--- config.mk ---
export PLATFORM = sky130hd
export DESIGN_NAME = uart_rx_core
export DESIGN_NICKNAME = d
export VERILOG_FILES = /design/src/rtl/uart_rx_core.sv
export SDC_FILE = /design/constraint.sdc
export NUM_CORES = 1
export LEC_CHECK = 0
export BUFFER_PORTS_ARGS = -buffer_cell sky130_fd_sc_hd__buf_2
export CAP_MARGIN = 10
export CELL_PAD_IN_SITES_DETAIL_PLACEMENT = 2
export CELL_PAD_IN_SITES_GLOBAL_PLACEMENT = 2
export CORE_MARGIN = 2
export CORE_UTILIZATION = 37
export CTS_BUF_LIST = sky130_fd_sc_hd__clkbuf_2 sky130_fd_sc_hd__clkbuf_4 sky130_fd_sc_hd__clkbuf_8
export DETAILED_ROUTE_END_ITERATION = 6
export PLACE_DENSITY_LB_ADDON = 0.1
export SLEW_MARGIN = 10
export SYNTH_ARGS = -nofsm -noshare
export SYNTH_HDL_FRONTEND = slang
export SYNTH_SLANG_ARGS = --single-unit
--- constraint.sdc ---
create_clock -name CLK -period 2.6 [get_ports CLK]
set_input_delay 0.13 -clock CLK [delete_from_list [all_inputs] [get_ports CLK]]
set_output_delay 0.13 -clock CLK [all_outputs]
set_load 0.03 [all_outputs]
--- src/rtl/uart_rx_core.sv ---
// UART receiver: 2-flop synchronised line, Prescale-x oversampling, 3-sample majority per bit.
// Strobes (Data_Valid / PAR_ERR / STP_ERR) are registered one cycle after the stop-bit decision.
module uart_rx_core #(
  parameter int DATA_WIDTH = 8,
  parameter int PRESC_W    = 6
) (
  input  logic                  CLK,
  input  logic                  RST,
  input  logic                  RX_IN,
  input  logic                  PAR_EN,
  input  logic                  PAR_TYP,
  input  logic [PRESC_W-1:0]    Prescale,
  output logic [DATA_WIDTH-1:0] P_DATA,
  output logic                  Data_Valid,
  output logic                  PAR_ERR,
  output logic                  STP_ERR,
  output logic                  busy
);

  localparam int BIT_W = $clog2(DATA_WIDTH + 3);

  typedef enum logic [2:0] {IDLE, START, DATA, PARITY, STOP} state_t;

  state_t                  state, state_nxt;
  logic                    rx_meta, rx_s;
  logic                    armed;
  logic [PRESC_W-1:0]      cfg_p;
  logic                    cfg_par_en, cfg_par_typ;
  logic [PRESC_W-1:0]      edge_cnt;
  logic [BIT_W-1:0]        bit_cnt;
  logic [2:0]              smp;
  logic [DATA_WIDTH-1:0]   shreg;
  logic                    par_bad;

  logic [PRESC_W-1:0]      half;
  logic                    wrap, decide, maj, start_det;

  assign half      = cfg_p >> 1;
  assign wrap      = (edge_cnt == cfg_p - PRESC_W'(1));
  assign decide    = (edge_cnt == half + PRESC_W'(2));
  assign maj       = (smp[0] & smp[1]) | (smp[0] & smp[2]) | (smp[1] & smp[2]);
  assign start_det = armed && !rx_s;
  assign busy      = (state != IDLE);

  // Every non-IDLE state has an exit on wrap or decide, so illegal Prescale values cannot hang.
  always_comb begin
    state_nxt = state;
    unique case (state)
      IDLE:   if (start_det) state_nxt = START;
      START: begin
        if (decide && maj) state_nxt = IDLE;
        else if (wrap)     state_nxt = DATA;
      end
      DATA:   if (wrap && bit_cnt == BIT_W'(DATA_WIDTH)) state_nxt = cfg_par_en ? PARITY : STOP;
      PARITY: if (wrap) state_nxt = STOP;
      STOP:   if (decide || wrap) state_nxt = IDLE;
      default: state_nxt = IDLE;
    endcase
  end

  always_ff @(posedge CLK or posedge RST) begin
    if (RST) begin
      state       <= IDLE;
      rx_meta     <= 1'b1;
      rx_s        <= 1'b1;
      armed       <= 1'b0;
      cfg_p       <= '0;
      cfg_par_en  <= 1'b0;
      cfg_par_typ <= 1'b0;
      edge_cnt    <= '0;
      bit_cnt     <= '0;
      smp         <= '0;
      shreg       <= '0;
      par_bad     <= 1'b0;
      P_DATA      <= '0;
      Data_Valid  <= 1'b0;
      PAR_ERR     <= 1'b0;
      STP_ERR     <= 1'b0;
    end else begin
      rx_meta    <= RX_IN;
      rx_s       <= rx_meta;
      state      <= state_nxt;
      Data_Valid <= 1'b0;
      PAR_ERR    <= 1'b0;
      STP_ERR    <= 1'b0;

      if (state == IDLE) begin
        edge_cnt <= '0;
        bit_cnt  <= '0;
        par_bad  <= 1'b0;
        if (rx_s) armed <= 1'b1;
        if (start_det) begin
          cfg_p       <= Prescale;
          cfg_par_en  <= PAR_EN;
          cfg_par_typ <= PAR_TYP;
        end
      end else begin
        if (wrap) begin
          edge_cnt <= '0;
          bit_cnt  <= bit_cnt + BIT_W'(1);
        end else begin
          edge_cnt <= edge_cnt + PRESC_W'(1);
        end

        if (edge_cnt == half - PRESC_W'(1)) smp[0] <= rx_s;
        if (edge_cnt == half)               smp[1] <= rx_s;
        if (edge_cnt == half + PRESC_W'(1)) smp[2] <= rx_s;

        if (decide) begin
          unique case (state)
            DATA:   shreg   <= {maj, shreg[DATA_WIDTH-1:1]};
            PARITY: par_bad <= (maj != ((^shreg) ^ cfg_par_typ));
            STOP: begin
              // A low stop bit disarms IDLE until the line has been seen high again.
              armed   <= maj;
              PAR_ERR <= par_bad;
              STP_ERR <= !maj;
              if (maj && !par_bad) begin
                Data_Valid <= 1'b1;
                P_DATA     <= shreg;
              end
            end
            default: ;
          endcase
        end
      end
    end
  end

endmodule

### Word level (Yosys, flattened, before mapping)

Cells that the tools add are included.

| operators by class | value |
|---|---|
| multiplexer cells | 29 |
| reduce and logical (&&, ||, !) cells | 24 |
| bitwise logic cells | 7 |
| eq/ne operators | 17 |
| $add $sub $neg | 6 |

Operator list:

| operator | number |
|---|---|
| 6-bit equality test | 4 |
| 3-bit 2-to-1 mux | 7 |
| 1-bit 2-to-1 mux | 17 |
| 3-bit one-hot mux with 5 select lines | 1 |
| 6-bit 2-to-1 mux | 2 |
| 2-bit inequality test, second input constant | 5 |
| 2-bit AND reduction | 5 |
| 4-bit 2-to-1 mux | 2 |
| 2-bit nonzero test | 4 |
| 8-bit parity | 1 |
| 5-bit by 1-bit adder with 6-bit output, second input constant | 1 |
| 5-bit by 2-bit adder with 6-bit output, second input constant | 1 |
| 6-bit by 1-bit adder with 6-bit output, second input constant | 1 |
| 3-bit by 2-bit equality test with 1-bit output, second input constant | 2 |
| 6-bit by 5-bit equality test with 1-bit output | 1 |
| 3-bit AND reduction | 2 |
| 5-bit by 1-bit subtractor with 6-bit output, second input constant | 1 |
| 6-bit by 1-bit subtractor with 6-bit output, second input constant | 1 |
| 5-bit AND reduction | 1 |
| 4-bit by 1-bit adder with 4-bit output, second input constant | 1 |
| 4-bit equality test, second input constant | 1 |
| 1-bit logical AND | 4 |
| 4-bit AND reduction | 1 |
| 1-bit bitwise AND | 3 |
| other kinds (11) | 14 |

| word-level totals | value |
|---|---|
| register bits | 47 |
| word-level logic and storage cells | 101 |
| input port bits | 11 |
| output and inout bits | 12 |

### Depth between registers and ports, before layout

Gate-level depths: netlist (run 1).

| logic depth | value |
|---|---|
| depth after elaboration | 8 |
| mapped depth | 10 |
| gate-level depth less buffers | 8 |

### Worst setup path before layout (run 1)

No wires, ideal clock.

| timing path | value |
|---|---|
| path kind | flip-flop to flip-flop |
| start | reg cfg_p[2] |
| end | reg P_DATA[0] |
| library setup time | 125 ps |
| setup slack | 88 ps |
| path buffers | 1 |
| required time | 2475 ps |
| arrival time | 2387 ps |
| cell stages (with the launch flop) | 9 |
| clock period less this slack | 2512 ps |
| cells stage by stage | dfrtp_1 > ha_1 > nor2b_1 > or4_1 > o211ai_2 > nand3_4 > or4_4 > buf_6 > mux2_4 |

| between the ends | value |
|---|---|
| cells in the longest elaborated chain, start to end | 3 |

RTL lines:

| item | RTL line | source |
|---|---|---|
| start: declaration | 27 | `logic [PRESC_W-1:0] cfg_p;` |
| start signal: assignment | 93 | `cfg_p <= Prescale;` |
| 5-bit by 2-bit adder with 6-bit output | 40 | `assign decide = (edge_cnt == half + PRESC_W'(2));` |
| 6-bit equality test | 40 |  |
| 4-bit AND reduction (no line) | -- |  |
| end signal: assignment | 120 | `P_DATA <= shreg;` |
| end: declaration | 13 | `output logic [DATA_WIDTH-1:0] P_DATA,` |

Every way passes these cells.
A chain may end at the register's enable or synchronous reset.

### Worst setup path in the final report (run 1)

| timing path | value |
|---|---|
| start | reg cfg_p[2] |
| end | reg P_DATA[6] |

Same word-level chain as after synthesis.

==> results of run 1 <==
how the worst max path moves through the flow:
stage	to	cells after the start
after floorplan	P_DATA[0]$_DFFE_PP0P_	8
after global placement	P_DATA[7]$_DFFE_PP0P_	6
after detailed placement	P_DATA[3]$_DFFE_PP0P_	7
after CTS	P_DATA[5]$_DFFE_PP0P_	7
after global routing	shreg[5]$_DFFE_PP0P_	9
final	P_DATA[6]$_DFFE_PP0P_	7
cell families (layout without fill, tap and decap cells):
group | Yosys count | in the layout | synth area share [%]
AO/OA/AOI/OAI | 29 | 29 | 7.61
flip-flops | 47 | 47 | 43.4
buffers and inverters | 27 | 60 | 5.03
adder cells (fa/ha/maj) | 10 | 10 | 4.61
multiplexers | 29 | 29 | 13.0
XOR/XNOR | 36 | 36 | 11.9
AND/OR/NAND/NOR | 71 | 72 | 14.4
synthesized netlist by cell type, types with 4 or more instances:
cell type | instances | area, sq um
dfrtp_1 | 45 | 1130
xnor2_1 | 21 | 184
mux2_2 | 19 | 214
nor2_1 | 17 | 63.8
nand2_1 | 15 | 56.3
xor2_1 | 14 | 123
inv_1 | 13 | 48.8
ha_1 | 10 | 125
o21ai_0 | 9 | 45.0
mux2_4 | 8 | 120
clkbuf_1 | 7 | 26.3
nor3_1 | 7 | 35.0
nand2b_1 | 6 | 37.5
nand3_1 | 5 | 25.0
a21oi_1 | 4 | 20.0
nand4_1 | 4 | 25.0
nor2b_1 | 4 | 25.0
final cells by class:
| type | instances | share of cell area, % |
|---|---|---|
| clock buffer | 6 | 2.66 |
| sequential | 47 | 38.0 |
| inverter | 13 | 1.57 |
| timing repair buffer | 39 | 7.74 |
| multi-input combinational | 176 | 45.6 |
| clock inverter | 2 | 0.443 |
| tap | 99 | 3.99 |
metal layers:
metal / global-route usage (%) / part of all wire, %
met1: 26.4 / 48
met2: 29.3 / 49
met3: 3.29 / 2.3
met4: 4.48 / 1.0
met5: 0 / 0
what timing repair did:
action / CTS / global route
hold buffers: 1 / 0
buffers inserted: 0 / 0
resized for setup: 0 / 2
setup endpoints to repair: 0 / 8
endpoints found under the hold margin: 1 / 0
sequential cells by signal (all words and copies together) (netlist names):
name         cells
bit_cnt          4
P_DATA           8
cfg_par_typ      1
state            3
cfg_p            6
smp              3
rx_meta          1
PAR_ERR          1
cfg_par_en       1
shreg            8
STP_ERR          1
edge_cnt         6
par_bad          1
armed            1
rx_s             1
Data_Valid       1
through the flow:
stage | power [mW] | worst slack (ns)
detailed placement | 2.68 | 0.127
global route | 3.43 | -0.00130
finish | 3.16 | 0.0907
global placement | 2.63 | 0.141
CTS | 3.20 | 0.0524
floorplan | 2.21 | 0.0879
power by group through the flow:
stage	Sequential [mW]	Clock (mW)	Combinational, mW
final	1.07	0.492	1.60
after global routing	1.10	0.540	1.78
after CTS	1.07	0.512	1.62
after detailed placement	1.08	0	1.60
after global placement	1.07	0	1.56
after floorplan	0.983	0	1.23
==> flow_summary.ini, run 1 <==
[run_status]
status = finished clean

[setup_path]
required_ns = 2.80
cp-start-kind = register
r2r_end = P_DATA[6]$_DFFE_PP0P_
critPathKind = reg -> reg
crit_chain = ha_1 > nor2b_1 > or4_1 > o211ai_2 > nand3_4 > or4_4 > mux2_4
worst-path-buf-inv = 0
rr_worst_depth = 7
cp_max_fo = 5
cp_slowest_stage_delay_ns = 0.60
regToRegStartpoint = cfg_p[2]$_DFFE_PP0P_
crit_slowest_cell = or4_4
r2r_setup_slack_ns = 0.09
end_kind = register
crit_path_start = cfg_p[2]$_DFFE_PP0P_
crit_family = simple AND/OR/NAND/NOR gates
worstPathArrival_ns = 2.71

[yosys]
syn-mean-instance-area_sq_um = 10.9
synth_fp_nets = 270
ys_types = 50
synthCells = 249
synth_edf_count = 0
ys_async_sr_fraction_pct = 100
synth_warnings = 0
synth-main-ff-cell = dfrtp_1
ys_seq_area_share_pct = 43.4
netlist_area_sq_um = 2710
synth.ff_latch_count = 47

[sta]
fin_tns_setup_ns = 0
fin_skew_ns = 0.0107
drv_slew = 0
max_freq_ghz = 0.399
setup_viol = 0
hold_viol_final = 0
fin_hold_ws_ns = 0.0474
fin_crit_ns = 2.51
tightest_slew_ns = 1.03
maxSlewHeadroom_pct = 31.4
fin_crit_sh_pct = 96.5

[global_routing]
grt_usage_pct = 18.5
grt_overflow = 0
grt_pass1_wl_um = 11000
grt_pass1_vias = 2034
grt_max_degree = 48
antenna_found_initial = 0

[drt]
viasPerCell = 5.06
drcViolationCount = 0
vias = 1933
routed_wl_um = 6850
post_drt_wl_per_cell_um = 17.9
drtAntennaViolNets = 0
dr.first_iter.drc_count = 47
first_pass_iters = 4

[layout]
seqCellArea_sq_um = 1180
nets = 303
fin_util_pct = 43.3
finalNonFillerCells = 382
antenna_cells = 0
most-common-layout-cells = dfrtp_1, buf_2, xnor2_1
n_fill_cell = 764
final_common_cell = dfrtp_1
fin_area_sq_um = 3100
areaGrowthSynthToFinish_pct = 14.4
drive_gt1_share_pct = 32.2
multi_input_area_sq_um = 1420

[cts]
clk_latency_ns = 0.31
root_buffer = clkbuf_8
cts_sinks = 47
clkTransAtPathRegs_ns = 0.10
ctsHtreeMaxLevel = 2
cts_buffer_depth = 2
cts_made_buffers = 5
cts_tree = yes

[power]
peakVddDrop_uv = 460
power.density_nw_per_um2 = 1020
intPower_mw = 1.81
combinationalPowerShare_pct = 50.6
leakage_nw = 1.46
seqPwrFrac_pct = 33.8
switching_share_pct = 42.7
power_switching_mw = 1.35
power_frac_clock_pct = 15.6

[placed_design]
place_area_sq_um = 2990
port_buffers = 22
place.gp.congestion = 0.736
hpwl_um = 4990
place_inst = 372

[floorplan]
dieArea_sq_um = 8040
design.core.area_sq_um = 7180
ios = 23
rows = 31
initial_core_util_pct = 37.8
die_w_um = 89.6
die_h_um = 89.6

[hold_path]
hp-start = PAR_EN
hold_class = in -> reg
worstHoldPathCells = 2
hold_end = cfg_par_en$_DFFE_PP0P_

[job]
maxCapViolCount = 0
(Power assumes the default switching activity.)
==> inputs of run 2 (changes only) <==
--- a/config.mk
+++ b/config.mk
@@ -10,7 +10,7 @@
 export CELL_PAD_IN_SITES_DETAIL_PLACEMENT = 2
 export CELL_PAD_IN_SITES_GLOBAL_PLACEMENT = 2
 export CORE_MARGIN = 2
-export CORE_UTILIZATION = 37
+export CORE_UTILIZATION = 41
 export CTS_BUF_LIST = sky130_fd_sc_hd__clkbuf_2 sky130_fd_sc_hd__clkbuf_4 sky130_fd_sc_hd__clkbuf_8
 export DETAILED_ROUTE_END_ITERATION = 6
 export PLACE_DENSITY_LB_ADDON = 0.1
==> constraint.sdc (replaced) <==
create_clock -name CLK -period 2.85 [get_ports CLK]
set_input_delay 0.1425 -clock CLK [delete_from_list [all_inputs] [get_ports CLK]]
set_output_delay 0.1425 -clock CLK [all_outputs]
set_load 0.03 [all_outputs]
==> run 2 against run 1 <==
  * Register-to-register slack improved by 0.15 ns
  * Sequential cell count is the same
  * First-iteration DRC count down 8.5%
  * Worst hold slack gained 0.011 ns
  * Die area fell by 9.3%
  * Non-clock buffer count shrank 8
  * Clock-buffer cell count unchanged
  * Sequential share of layout area grew 1.3 points
  * Clock power shrank 12%
  * Global-route usage grew 0.90 points
  * Total power shrank 12%
==> flow_summary.ini, run 2 (same netlist as run 1, synthesis figures left out) <==
[setup_path]
cp-start-kind = register
critPathKind = reg -> reg
r2r_end = shreg[2]$_DFFE_PP0P_
cp_max_fo = 9
worst-path-stages = 8
crit_family = simple AND/OR/NAND/NOR gates
r2r_setup_slack_ns = 0.24
rr_worst_depth = 8
end_kind = register
crit_chain = ha_1 > nor2b_1 > or4_1 > o211ai_2 > nand3_4 > buf_4 > nor4_4 > mux2_2
worstPathArrival_ns = 2.81
regToRegStartpoint = cfg_p[2]$_DFFE_PP0P_
crit_slowest_cell = dfrtp_1
cp_slowest_stage_delay_ns = 0.45
required_ns = 3.05
worst-path-buf-inv = 1

[layout]
fin_util_pct = 47.0
antenna_cells = 0
areaGrowthSynthToFinish_pct = 10.6
n_fill_cell = 662
finalNonFillerCells = 351
seqCellArea_sq_um = 1180
final_common_cell = dfrtp_1
reg_top3 = P_DATA: 8 flops, shreg: 8 flops
most-common-layout-cells = dfrtp_1, buf_2, xnor2_1
nets = 294
multi_input_area_sq_um = 1410
drive_gt1_share_pct = 29.9

[placed_design]
hpwl_um = 4800
place_inst = 342
port_buffers = 22
place.gp.congestion = 0.754

[cts]
cts_sinks = 47
cts_made_buffers = 5
cts_tree = yes
post_cts_buffers = 0
cts_buffer_depth = 2
clk_latency_ns = 0.31
root_buffer = clkbuf_8
clkTransAtPathRegs_ns = 0.10
ctsHtreeMaxLevel = 2

[sta]
max_freq_ghz = 0.383
drv_slew = 0
fin_hold_ws_ns = 0.0588
fin_tns_setup_ns = 0
fin_crit_ns = 2.61
maxSlewHeadroom_pct = 33.4
fin_skew_ns = 0.0148
hold_viol_final = 0
fin_crit_sh_pct = 91.7
rsz0062_at_grt = false
setup_viol = 0
tightest_slew_ns = 0.997

[floorplan]
die_w_um = 85.4
dieArea_sq_um = 7290
initial_core_util_pct = 42.5
ios = 23
die_h_um = 85.4
rows = 29
design.core.area_sq_um = 6390

[global_routing]
grt_pass1_wl_um = 11100
grt_overflow = 0
grt_pass1_vias = 2090
grt_max_degree = 48
grt_usage_pct = 19.4
antenna_found_initial = 0

[power]
power.density_nw_per_um2 = 931
peakVddDrop_uv = 459
leakage_nw = 1.41

[drt]
post_drt_wl_per_cell_um = 18.2
dr.first_iter.drc_count = 43
first_pass_iters = 4
routed_wl_um = 6400
vias = 1880
drtAntennaViolNets = 0
viasPerCell = 5.36
drcViolationCount = 0

[job]
maxCapViolCount = 0

[run_status]
status = finished clean

[hold_path]
hold_class = in -> async
==> run 2: cell types whose count changed in the layout (fill, tap and decap cells not counted), sizes merged <==
cell,before,now
or4,4,3
clkinvlp,0,1
clkinv,1,0
buf,38,30
==> run 2: metal layers <==
| layer | global-route usage, % | routed length (um) |
|---|---|---|
| met4 | 3.46 | 40 |
| met3 | 3.11 | 134 |
| met5 | 0 | 0 |
| met1 | 27.1 | 3010 |
| met2 | 32.3 | 3210 |
==> run 2: worst register-to-register path, delay by kind of cell (launching register included) <==
kind / cells / cell delay [ns]
flip-flops: 1 / 0.45
AND/OR/NAND/NOR: 4 / 1.09
AO/OA/AOI/OAI: 1 / 0.12
multiplexers: 1 / 0.41
adder cells (fa/ha/maj): 1 / 0.27
buffers and inverters: 1 / 0.18
==> run 2: layout make-up <==
cell class                      instances  area share, %
Clock buffer                            6           2.54
Clock inverter                          2          0.542
Tap cell                               77           3.21
Timing Repair Buffer                   31           6.00
Multi-Input combinational cell        175           46.8
Sequential cell                        47           39.3
Inverter                               13           1.63
==> run 2: worst max-delay path by stage <==
stage                            endpoint  slack [ns]            startpoint
CTS                  shreg[2]$_DFFE_PP0P_        0.19  cfg_p[2]$_DFFE_PP0P_
global placement     shreg[0]$_DFFE_PP0P_        0.34  cfg_p[2]$_DFFE_PP0P_
finish               shreg[2]$_DFFE_PP0P_        0.24  cfg_p[2]$_DFFE_PP0P_
detailed placement   shreg[2]$_DFFE_PP0P_        0.22  cfg_p[2]$_DFFE_PP0P_
global route         shreg[2]$_DFFE_PP0P_        0.05  cfg_p[2]$_DFFE_PP0P_
floorplan           P_DATA[0]$_DFFE_PP0P_        0.34  cfg_p[2]$_DFFE_PP0P_
==> run 2: what timing repair did <==
action | CTS | global route
hold endpoints to repair | 1 | 0
hold buffers | 1 | 0
gates resized for setup | 0 | 0
==> run 2: per-stage QoR <==
stage	setup slack, ns	total power [mW]	instance area (sq um)
3_5_place_dp	0.225	2.39	2900
3_3_place_gp	0.340	2.32	2900
6_report	0.236	2.79	3000
5_1_grt	0.0506	3.04	3000
4_1_cts	0.193	2.84	3000
2_1_floorplan	0.338	2.02	2710
==> run 2: power breakdown <==
group          total, mW  internal [mW]  switching, mW
Clock              0.431          0.186          0.245
Combinational       1.33          0.605          0.727
Sequential          1.03          0.797          0.235
Total               2.79           1.59           1.21
==> inputs of run 3 (changes only) <==
--- a/config.mk
+++ b/config.mk
@@ -13,7 +13,7 @@
 export CORE_UTILIZATION = 41
 export CTS_BUF_LIST = sky130_fd_sc_hd__clkbuf_2 sky130_fd_sc_hd__clkbuf_4 sky130_fd_sc_hd__clkbuf_8
 export DETAILED_ROUTE_END_ITERATION = 6
-export PLACE_DENSITY_LB_ADDON = 0.1
+export PLACE_DENSITY = 0.81
 export SLEW_MARGIN = 10
 export SYNTH_ARGS = -nofsm -noshare
 export SYNTH_HDL_FRONTEND = slang
==> run 3 against run 2 <==
  * Setup slack got worse by 0.077 ns
  * Global-route usage increased by 0.56 points
  * Maximum frequency shrank 2.9%
  * Worst hold slack better by 0.0034 ns
  * Sequential share of layout area barely moved
  * Register-to-register slack got worse by 0.08 ns
  * First-iteration DRC count is 63% higher
  * Critical path type unchanged
  * Largest cell class unchanged
  * Largest power group unchanged
  * Highest routed layer unchanged
==> flow_summary.ini, run 3 (same netlist as run 1, synthesis figures left out) <==
[layout]
antenna_cells = 0
fin_util_pct = 47.1
drive_gt1_share_pct = 30.3
seqCellArea_sq_um = 1180
areaGrowthSynthToFinish_pct = 10.8
final_common_cell = dfrtp_1
nets = 294
most-common-layout-cells = dfrtp_1, buf_2, xnor2_1
multi_input_area_sq_um = 1410
reg_top3 = P_DATA: 8 flops, shreg: 8 flops
finalNonFillerCells = 351
n_fill_cell = 655

[cts]
cts_made_buffers = 5
cts_tree = yes
ctsHtreeMaxLevel = 2
cts_buffer_depth = 2
root_buffer = clkbuf_8
cts_sinks = 47
clk_latency_ns = 0.30
clkTransAtPathRegs_ns = 0.11

[run_status]
status = finished clean

[sta]
hold_viol_final = 0
fin_crit_sh_pct = 94.4
tightest_slew_ns = 1.01
max_freq_ghz = 0.372
maxSlewHeadroom_pct = 32.3
fin_tns_setup_ns = 0
fin_crit_ns = 2.69
rsz0062_at_grt = false
fin_skew_ns = 0.00898
setup_viol = 0
drv_slew = 0

[setup_path]
worst-path-stages = 7
r2r_end = P_DATA[7]$_DFFE_PP0P_
endpoint = P_DATA[7]$_DFFE_PP0P_
crit_chain = ha_1 > nor2b_1 > or4_1 > o211ai_2 > nand3_4 > or4_4 > mux2_4
cp-start-kind = register
cp_slowest_stage_delay_ns = 0.67
r2r_setup_slack_ns = 0.16
end_kind = register
crit_slowest_cell = or4_4
critPathKind = reg -> reg
worstPathArrival_ns = 2.89
crit_path_start = cfg_p[2]$_DFFE_PP0P_
worst-path-buf-inv = 0
required_ns = 3.05
regToRegStartpoint = cfg_p[2]$_DFFE_PP0P_
crit_family = simple AND/OR/NAND/NOR gates
cp_max_fo = 10
rr_worst_depth = 7

[floorplan]
die_h_um = 85.4
rows = 29
dieArea_sq_um = 7290
initial_core_util_pct = 42.5
die_w_um = 85.4
design.core.area_sq_um = 6390
ios = 23

[global_routing]
grt_usage_pct = 20.0
antenna_found_initial = 0
grt_pass1_vias = 2063
grt_overflow = 0
grt_pass1_wl_um = 11200
grt_max_degree = 48

[drt]
drcViolationCount = 0
dr.first_iter.drc_count = 70
viasPerCell = 5.36
routed_wl_um = 6690
vias = 1883
drtAntennaViolNets = 0
first_pass_iters = 4
post_drt_wl_per_cell_um = 19.1

[power]
total_power_mw = 2.85
leakage_nw = 1.41
power.density_nw_per_um2 = 946
peakVddDrop_uv = 474

[placed_design]
port_buffers = 22
place.gp.congestion = 0.768
place_inst = 342
hpwl_um = 4620

[hold_path]
hold_class = in -> reg
worstHoldPathCells = 2

[job]
maxCapViolCount = 0
==> run 3: per-layer routing <==
metal | routed length (um) | vias up | global-route usage, %
met2 | 3480 | 17 | 35.2
met1 | 3080 | 974 | 26.0
met4 | 29 | 0 | 3.75
met5 | 0 | - | 0
met3 | 106 | 2 | 3.40
li1 | - | 890 | -
==> run 3: stage by stage <==
step                      hold slack [ns]  cell area, sq um  worst slack (ns)
after floorplan                     0.147              2710             0.338
after global placement              0.249              2900             0.255
after detailed placement            0.250              2900             0.164
after CTS                          0.0539              3010             0.130
after global routing               0.0453              3010            0.0441
final                              0.0622              3010             0.159
==> run 3: worst reg2reg max path, delay by kind of cell, from the launching register on <==
kind            cells  cell delay (ns)
compound gates      1             0.12
fa+ha+maj           1             0.26
flops               1             0.46
mux                 1             0.35
simple gates        4             1.41
==> run 3: worst min path at each step <==
stage                                       to        start
final                     cfg_p[0]$_DFFE_PP0P_  Prescale[0]
after detailed placement     rx_meta$_DFF_PP1_        RX_IN
after CTS                 cfg_p[0]$_DFFE_PP0P_  Prescale[0]
after floorplan              rx_meta$_DFF_PP1_        RX_IN
after global routing      cfg_p[0]$_DFFE_PP0P_  Prescale[0]
after global placement       rx_meta$_DFF_PP1_        RX_IN
==> run 3: what timing repair did <==
item,CTS,global route
gates resized for setup,0,1
hold endpoints to repair,1,0
hold buffers,1,0
setup buffers,0,0
endpoints found under the setup margin,0,7
==> run 3: final cells by class <==
cell class | instances | share of cell area (%)
Multi-Input combinational cell | 175 | 46.7
Sequential cell | 47 | 39.2
Timing Repair Buffer | 31 | 5.99
Tap cell | 77 | 3.20
Clock buffer | 5 | 2.29
Inverter | 13 | 1.62
Clock inverter | 3 | 0.916
==> run 3: power breakdown <==
part	switching [mW]	leakage, nW	internal [mW]
clock network	0.265	0.0467	0.183
registers	0.241	0.612	0.799
logic	0.748	0.748	0.610
total	1.25	1.41	1.59
